File: src/rtl/rsa_sched_pkg.sv
// +----------------------------------------------------------------------------+
// | rsa_sched_pkg: shared types and constants for the RSA job scheduler.       |
// | Revision: 1.0                                                              |
// +----------------------------------------------------------------------------+
`default_nettype none

package rsa_sched_pkg;

  typedef enum logic [1:0] {
    IDLE = 2'd0,
    CLR  = 2'd1,
    RUN  = 2'd2,
    DONE = 2'd3
  } state_t;

  localparam int NREQ            = 2;
  localparam int DEFAULT_TIMEOUT = 1023;

endpackage

`default_nettype wire

File: src/rtl/rsa_rr_arbiter.sv
// +----------------------------------------------------------------------------+
// | rsa_rr_arbiter: combinational two-way round-robin grant selection.         |
// | Revision: 1.0                                                              |
// +----------------------------------------------------------------------------+
`default_nettype none

module rsa_rr_arbiter
  import rsa_sched_pkg::*;
(
  input  logic [NREQ-1:0] req,
  input  logic            last,
  output logic            gnt_idx,
  output logic            gnt_valid
);

  assign gnt_valid = |req;
  // On a tie the requester not served last wins; otherwise the single requester wins.
  assign gnt_idx   = (&req) ? ~last : req[1];

endmodule

`default_nettype wire

File: src/rtl/rsa_job_scheduler.sv
// +----------------------------------------------------------------------------+
// | rsa_job_scheduler: two-requester job sequencer in front of one rsa_unit.   |
// | Optional RUN watchdog: define RSA_SCHED_TIMEOUT_EN.  Revision: 1.0         |
// +----------------------------------------------------------------------------+
`default_nettype none

module rsa_job_scheduler
  import rsa_sched_pkg::*;
#(
  parameter int WIDTH   = 8,
  parameter int TIMEOUT = DEFAULT_TIMEOUT
) (
  input  logic                 clk,
  input  logic                 rstb,
  input  logic [NREQ-1:0]      req_i,
  input  logic [NREQ*WIDTH-1:0] p_i,
  input  logic [NREQ*WIDTH-1:0] e_i,
  input  logic [NREQ*WIDTH-1:0] m_i,
  input  logic [NREQ*WIDTH-1:0] const_i,
  output logic [NREQ-1:0]      done_o,
  output logic                 err_o,
  output logic [WIDTH-1:0]     c_o,
  output logic                 busy_o,
  output logic                 rsa_rstb_o,
  output logic                 rsa_en_o,
  output logic [WIDTH-1:0]     rsa_p_o,
  output logic [WIDTH-1:0]     rsa_e_o,
  output logic [WIDTH-1:0]     rsa_m_o,
  output logic [WIDTH-1:0]     rsa_const_o,
  input  logic [WIDTH-1:0]     rsa_c_i,
  input  logic                 rsa_eoc_i
);

  if (TIMEOUT < 1) begin : g_bad_timeout
    $error("rsa_job_scheduler: TIMEOUT must be >= 1");
  end

  state_t state;
  logic   g;
  logic   last;
  logic   err_q;
  logic   gnt_idx;
  logic   gnt_valid;
  logic   timeout;

  rsa_rr_arbiter u_arb (
    .req       (req_i),
    .last      (last),
    .gnt_idx   (gnt_idx),
    .gnt_valid (gnt_valid)
  );

  assign rsa_rstb_o = rstb & (state != CLR);
  assign err_o      = err_q;

`ifdef RSA_SCHED_TIMEOUT_EN
  localparam int CNT_W = $clog2(TIMEOUT + 1);
  logic [CNT_W-1:0] run_cnt;

  // Counter holds at zero outside RUN, so it restarts on every RUN entry.
  always_ff @(posedge clk or negedge rstb) begin
    if (!rstb)               run_cnt <= '0;
    else if (state != RUN)   run_cnt <= '0;
    else if (!timeout)       run_cnt <= run_cnt + 1'b1;
  end

  assign timeout = (run_cnt == CNT_W'(TIMEOUT - 1));
`else
  assign timeout = 1'b0;
`endif

  always_ff @(posedge clk or negedge rstb) begin
    if (!rstb) begin
      state       <= IDLE;
      g           <= 1'b0;
      last        <= 1'b1;
      done_o      <= '0;
      err_q       <= 1'b0;
      c_o         <= '0;
      busy_o      <= 1'b0;
      rsa_en_o    <= 1'b0;
      rsa_p_o     <= '0;
      rsa_e_o     <= '0;
      rsa_m_o     <= '0;
      rsa_const_o <= '0;
    end else begin
      case (state)
        IDLE: begin
          if (gnt_valid) begin
            g           <= gnt_idx;
            rsa_p_o     <= p_i[int'(gnt_idx)*WIDTH +: WIDTH];
            rsa_e_o     <= e_i[int'(gnt_idx)*WIDTH +: WIDTH];
            rsa_m_o     <= m_i[int'(gnt_idx)*WIDTH +: WIDTH];
            rsa_const_o <= const_i[int'(gnt_idx)*WIDTH +: WIDTH];
            busy_o      <= 1'b1;
            state       <= CLR;
          end
        end
        CLR: begin
          rsa_en_o <= 1'b1;
          state    <= RUN;
        end
        RUN: begin
          // A result arriving in the timeout cycle takes priority over the abort.
          if (rsa_eoc_i || timeout) begin
            c_o       <= rsa_eoc_i ? rsa_c_i : '0;
            err_q     <= ~rsa_eoc_i;
            rsa_en_o  <= 1'b0;
            done_o[g] <= 1'b1;
            last      <= g;
            state     <= DONE;
          end
        end
        DONE: begin
          if (!req_i[g]) begin
            done_o <= '0;
            busy_o <= 1'b0;
            state  <= IDLE;
          end
        end
        default: state <= IDLE;
      endcase
    end
  end

endmodule

`default_nettype wire

File: config.mk
export PLATFORM = sky130hd
export DESIGN_NAME = rsa_job_scheduler
export DESIGN_NICKNAME = d
export VERILOG_FILES = /design/src/rtl/rsa_sched_pkg.sv /design/src/rtl/rsa_rr_arbiter.sv /design/src/rtl/rsa_job_scheduler.sv
export SDC_FILE = /design/constraint.sdc
export NUM_CORES = 1
export LEC_CHECK = 0
export CAP_MARGIN = 20
export CORE_ASPECT_RATIO = 1.1
export CORE_MARGIN = 2
export CORE_UTILIZATION = 39
export DETAILED_ROUTE_END_ITERATION = 6
export PLACE_DENSITY = 0.8
export SYNTH_ARGS = -nofsm -noshare
export SYNTH_HDL_FRONTEND = slang
export SYNTH_SLANG_ARGS = --single-unit
File: constraint.sdc
create_clock -name clk -period 2.2 [get_ports clk]
set_input_delay 0.33 -clock clk [delete_from_list [all_inputs] [get_ports clk]]
set_output_delay 0.33 -clock clk [all_outputs]
set_load 0.01 [all_outputs]
# Yosys cells after proc, flatten, opt, wreduce, memory -nomap -nowiden

Cells that the tools add are included.
Widths: inputs -> output; s select.

Bits in registers: 49
Input port bits: 77
Output and inout port bits: 46
Word-level logic and storage cells: 58

Magnitude comparators: 2
Equal/unequal tests: 7
Shifts and indexed selects: 4
Mux-type cells: 16
Bitwise logic cells: 4
Reductions and logical operators: 13

Operators with widths:

| kind               | number |
|---|---|
| $shiftx 16x5->8    | 4 |
| $reduce_and 3->1   | 3 |
| $mux 2             | 4 |
| $pmux 2 s4         | 1 |
| $reduce_and 2->1   | 4 |
| $mux 1             | 7 |
| $ne 2x2->1 const B | 3 |
| $reduce_bool 2->1  | 3 |
| $eq 2x2->1 const B | 2 |
| $pmux 1 s2         | 2 |
| $pmux 2 s2         | 1 |
| $eq 2x1->1 const B | 1 |
| $logic_not 2->1    | 1 |
| $lt 1x2->1 const B | 1 |
| $ne 2x1->1 const B | 1 |
| $not 1->1          | 2 |
| $or 2x2->2         | 1 |
| $reduce_or 2->1    | 1 |
| $and 1x1->1        | 1 |
| $demux 1 s1        | 1 |
| $ge 1x1->1 const B | 1 |
| $logic_and 1x1->1  | 1 |

# Depth between registers and ports, before layout

Word-level depth: 7
Depth in mapped cells: 7
Gate-level depth less buffers: 5

# Hierarchy

A second synthesis with hierarchy kept.

Cells, all modules: 201
Area total of the unflattened synthesis: 2230.9 um^2

By module, submodules not included:

| module            | times used | cells an instance | area each (um^2) |
|---|---|---|---|
| rsa_job_scheduler | 1          | 199               | 2217.1 |
| rsa_rr_arbiter    | 1          | 2                 | 13.8 |

# Worst setup path after synthesis

Ideal clock, no wire load.

Path type: reg2reg
Start point: register state[0]
End point: register c_o[0]
Setup time: 125 ps
Arrival: 1435 ps
Data required time: 2075 ps
Setup slack: 640 ps
Stages on the path, launching flop included: 6
Buffers on the path: 1
Clock period less this slack: 1560 ps
Cell sequence: dfrtp_1 inv_1 ha_1 nand2_1 clkbuf_1 mux2_2

Word-level cells in the longest chain between the ends: 2

RTL lines:

| item                       | line                     | source |
|---|---|---|
| start: declaration         | rsa_job_scheduler.sv:38  | `state_t state;` |
| start signal: assignment   | rsa_job_scheduler.sv:74  | `state <= IDLE;` |
| start signal: assignment   | rsa_job_scheduler.sv:96  | `state <= CLR;` |
| start signal: assignment   | rsa_job_scheduler.sv:101 | `state <= RUN;` |
| $eq 2x2->1                 | rsa_job_scheduler.sv:87  | `case (state)` |
| $reduce_and 2->1 (no line) | n/a                      |  |
| end signal: assignment     | rsa_job_scheduler.sv:106 | `c_o <= rsa_eoc_i ? rsa_c_i : '0;` |
| end: declaration           | rsa_job_scheduler.sv:22  | `output logic [WIDTH-1:0] c_o,` |

No other way between the ends.
A chain may end at the register's enable or synchronous reset.

# Worst setup path after layout

Start point: register state[1]
End point: output port rsa_rstb_o

Word-level cells in the longest chain between the ends: 2

RTL lines:

| item             | line                    | source |
|---|---|---|
| $ne 2x1->1       | rsa_job_scheduler.sv:53 | `assign rsa_rstb_o = rstb & (state != CLR);` |
| $and 1x1->1      | rsa_job_scheduler.sv:53 |  |
| end: declaration | rsa_job_scheduler.sv:24 | `output logic rsa_rstb_o,` |

No other way between the ends.

==> summary.txt <==
Routing
  • Initial DRC count: 97
  • Post-DR wirelength/cell: between 10 and 15 um
  • Routed via count: approximately 1,900
  • Drc violations: 0
  • Average vias per placed instance: about 4.8
  • Iteration count of the initial detailed-routing pass: 4
  • DRT antenna net count: 0
  • Final routed wirelength across all metal layers: 5620 um

Cells and area
  • Utilization of the core after routing: 0.670
  • Register area: 0.00123 mm^2
  • Antenna diode count: 0
  • # nets final: between 400 and 500
  • Number of inserted filler cells in the final layout: 466
  • Number of standard cells in the layout, taps in and fillers out: between 300 and 400
  • Post-synthesis to final-layout area growth: 63.5%
  • Fraction of final layout cells sized beyond drive strength 1: 0.0929
  • Area of the multi-input gates: ~950 um^2

Place
  • Worst setup slack before clock tree synthesis: between 0.1 and 0.15 ns
  • Final HPWL DP: about 4300 um
  • Number of cells after detailed placement: between 300 and 400
  • Placer Congestion: between 0.8 and 0.9
  • Quantity of I/O buffers inserted on ports: approximately 120

CTS
  • Count of H-tree levels built during CTS: 2
  • Post-CTS sizing: 0
  • CTS tree: yes
  • Clk Tree Root Cell: sky130_fd_sc_hd__clkbuf_8
  • Clock-pin slew of the registers on the worst-case setup and hold paths: 0.09 ns
  • # hold bufs at CTS: 0
  • Clk sinks: 49
  • Maximum clock insertion buffer count: 2
  • Clock latency of the later-clocked register in the worst-skew pair: around 0.30 ns
  • Number of CTS-inserted buffers: 5
  • Postcts setup bufs: 0

Setup path
  • Startpoint kind of the worst setup timing path: flop
  • CP Data Required Time: 1.87 ns
  • Category of the most critical setup path: flop to output pin
  • Data arrival time of the critical path: between 1.5 and 2 ns
  • Maximum fanout encountered on the critical timing path: 4
  • Endpoint class of the critical path: output pin
  • Count of cells along the worst register-to-register path: 3

Pwr
  • Pleak: ~1.7 nW
  • Power density relative to cell area: approximately 1200 mW/mm^2
  • Maximum VDD drop: roughly 0.6 mV

Yosys
  • Mapped Nets: 281
  • EDFF count, synth: 0
  • List of most frequent post-synthesis cells: 48 x sky130_fd_sc_hd__dfrtp_1, 35 x sky130_fd_sc_hd__nand2_1, 34 x sky130_fd_sc_hd__o21ai_0
  • Cell taking the most area after synthesis: sky130_fd_sc_hd__dfrtp_1
  • Yosys reg bits: 49
  • Count of different cell masters after synthesis: 27
  • Share of async-settable or async-resettable flops after synthesis: 1.00
  • Cell area after technology mapping: ~0.0022 mm^2
  • Sequential share of the synthesized area: 0.548
  • Fraction of post-synthesis cell area in the top cell type by area: 0.536
  • Most numerous cell in the Yosys netlist: sky130_fd_sc_hd__dfrtp_1
  • Most used flip-flop cell after synthesis: sky130_fd_sc_hd__dfrtp_1
  • Mapped Avg Cell Area: between 10 and 15 um^2
  • Syn. warnings: 0
  • Top cells by area in the synthesized netlist: sky130_fd_sc_hd__dfrtp_1 54%, sky130_fd_sc_hd__mux2i_1 14%, sky130_fd_sc_hd__o21ai_0 7.6%, sky130_fd_sc_hd__nand2_1 5.9%, sky130_fd_sc_hd__mux2_2 4.5%
  • Gate count after technology mapping: 200

Timing
  • Fmax achieved: approximately 0.52 GHz
  • Fin. Hold Viols: 0
  • Transition time at the pin with the least slew margin: just over 0.6 ns
  • Setup violations, final: 0
  • Slew margin rel.: 0.594
  • Final worst slack: around 0.26 ns
  • Final sum of negative setup slack: 0 ns
  • Slew Viols, Final: 0
  • Setup repair after global routing missed its margin: false
  • Worst clock skew: between 0.008 and 0.009 ns
  • Period minus WS final: just under 2 ns
  • Fraction of the cycle the final worst path needs: 0.882

Die
  • Starting utilization of the core area: 0.410
  • Vertical extent of the die: ~83 um
  • Die boundary width: about 76 um
  • Floorplan Core Area: about 0.0055 mm^2
  • Area of the die: approximately 0.0064 mm^2
  • Standard-cell row count: 28
  • Number of primary I/O pins: around 120

Min path
  • Type of the tightest min-delay check: primary input to async pin

Global route
  • Total global routing track utilization: 0.181
  • Wire length of the first global-routing pass: 9230 um
  • Largest net degree at the start of global routing: 50
  • Via count of the first global-routing pass: roughly 2,000
  • Overflow after GRT: 0
  • Number of antenna violations at the first check in global routing: 0

Status
  • Outcome: finished clean

Run
  • Max cap viols: 0
[routing by layer]
metal,track usage,vias to the layer above,part of all wire
li1,-,935,-
met1,0.221,890,0.42
met2,0.304,84,0.49
met3,0.0606,7,0.086
met4,0.0496,0,0.0094
met5,0,-,0
[sequential cells by signal (all words and copies together) (netlist names), 2 cells and up]
| name | flops |
|---|---|
| rsa_const_o | 8 |
| rsa_p_o | 8 |
| c_o | 8 |
| rsa_e_o | 8 |
| state | 2 |
| rsa_m_o | 8 |
| done_o | 2 |
[worst max-delay path, cell delays in order, from the launching register on]
cell                              delay (ns)
sky130_fd_sc_hd__dfrtp_1                0.39
sky130_fd_sc_hd__inv_1                  0.07
sky130_fd_sc_hd__ha_1                   0.19
sky130_fd_sc_hd__nor2b_1                0.11
sky130_fd_sc_hd__clkdlybuf4s50_1        0.54
[report_power, final]
| part | leakage, nW | internal [mW] | switching, mW |
|---|---|---|---|
| clock network | 0.0552 | 0.338 | 0.288 |
| logic | 1.00 | 1.20 | 0.912 |
| registers | 0.594 | 1.34 | 0.242 |
| total | 1.65 | 2.88 | 1.44 |
[stage by stage]
step	area [um^2]	power, mW	hold slack [ns]
detailed placement	3550	3.75	0.470
global route	3660	4.63	0.202
floorplan	2240	2.57	0.0344
finish	3660	4.32	0.144
global placement	3550	3.67	0.461
CTS	3660	4.38	0.160
[logic make-up (layout without fill, tap and decap cells)]
family          count (synthesis)  count (layout)  synth area share
compound gates                 46              46             0.123
mux                            43              43             0.200
simple gates                   41              41            0.0732
buf+inv                        17             140            0.0335
fa+ha+maj                       4               4            0.0223
flops                          49              49             0.548
[final cells by class]
cell class | count | area share
flip-flops and latches | 49 | 0.335
clock inverters | 2 | 0.00957
inverters | 5 | 0.00512
well taps | 75 | 0.0256
clock buffers | 6 | 0.0198
repair buffers | 127 | 0.346
multi-input cells | 134 | 0.259
[layout by cell type, fill, tap and decap left out, types with 3 or more instances in the layout]
cell                              netlist  layout
sky130_fd_sc_hd__clkdlybuf4s50_1        0     121
sky130_fd_sc_hd__dfrtp_1               48      48
sky130_fd_sc_hd__nand2_1               35      35
sky130_fd_sc_hd__o21ai_0               34      33
sky130_fd_sc_hd__mux2i_1               32      32
sky130_fd_sc_hd__mux2_2                 9       9
sky130_fd_sc_hd__inv_1                  5       5
sky130_fd_sc_hd__clkbuf_8               0       5
sky130_fd_sc_hd__ha_1                   4       4
sky130_fd_sc_hd__buf_4                  2       4
sky130_fd_sc_hd__o2bb2ai_1              3       3
sky130_fd_sc_hd__nor2_1                 3       3
[final timing paths]
kind	slack, ns	to	startpoint
hold reg to reg	0.48	rsa_m_o[0]$_DFFE_PN0P_	rsa_m_o[0]$_DFFE_PN0P_
min in group clk	0.48	rsa_m_o[0]$_DFFE_PN0P_	rsa_m_o[0]$_DFFE_PN0P_
max in group asynchronous	1.66	rsa_p_o[5]$_DFFE_PN0P_	rstb
setup / recovery	0.26	rsa_rstb_o	state[1]$_DFFE_PN0P_
hold / removal	0.14	rsa_m_o[2]$_DFFE_PN0P_	rstb
setup reg to reg	0.50	state[1]$_DFFE_PN0P_	g$_DFFE_PN0P_
No activity file was read; power rests on OpenSTA's default activity.
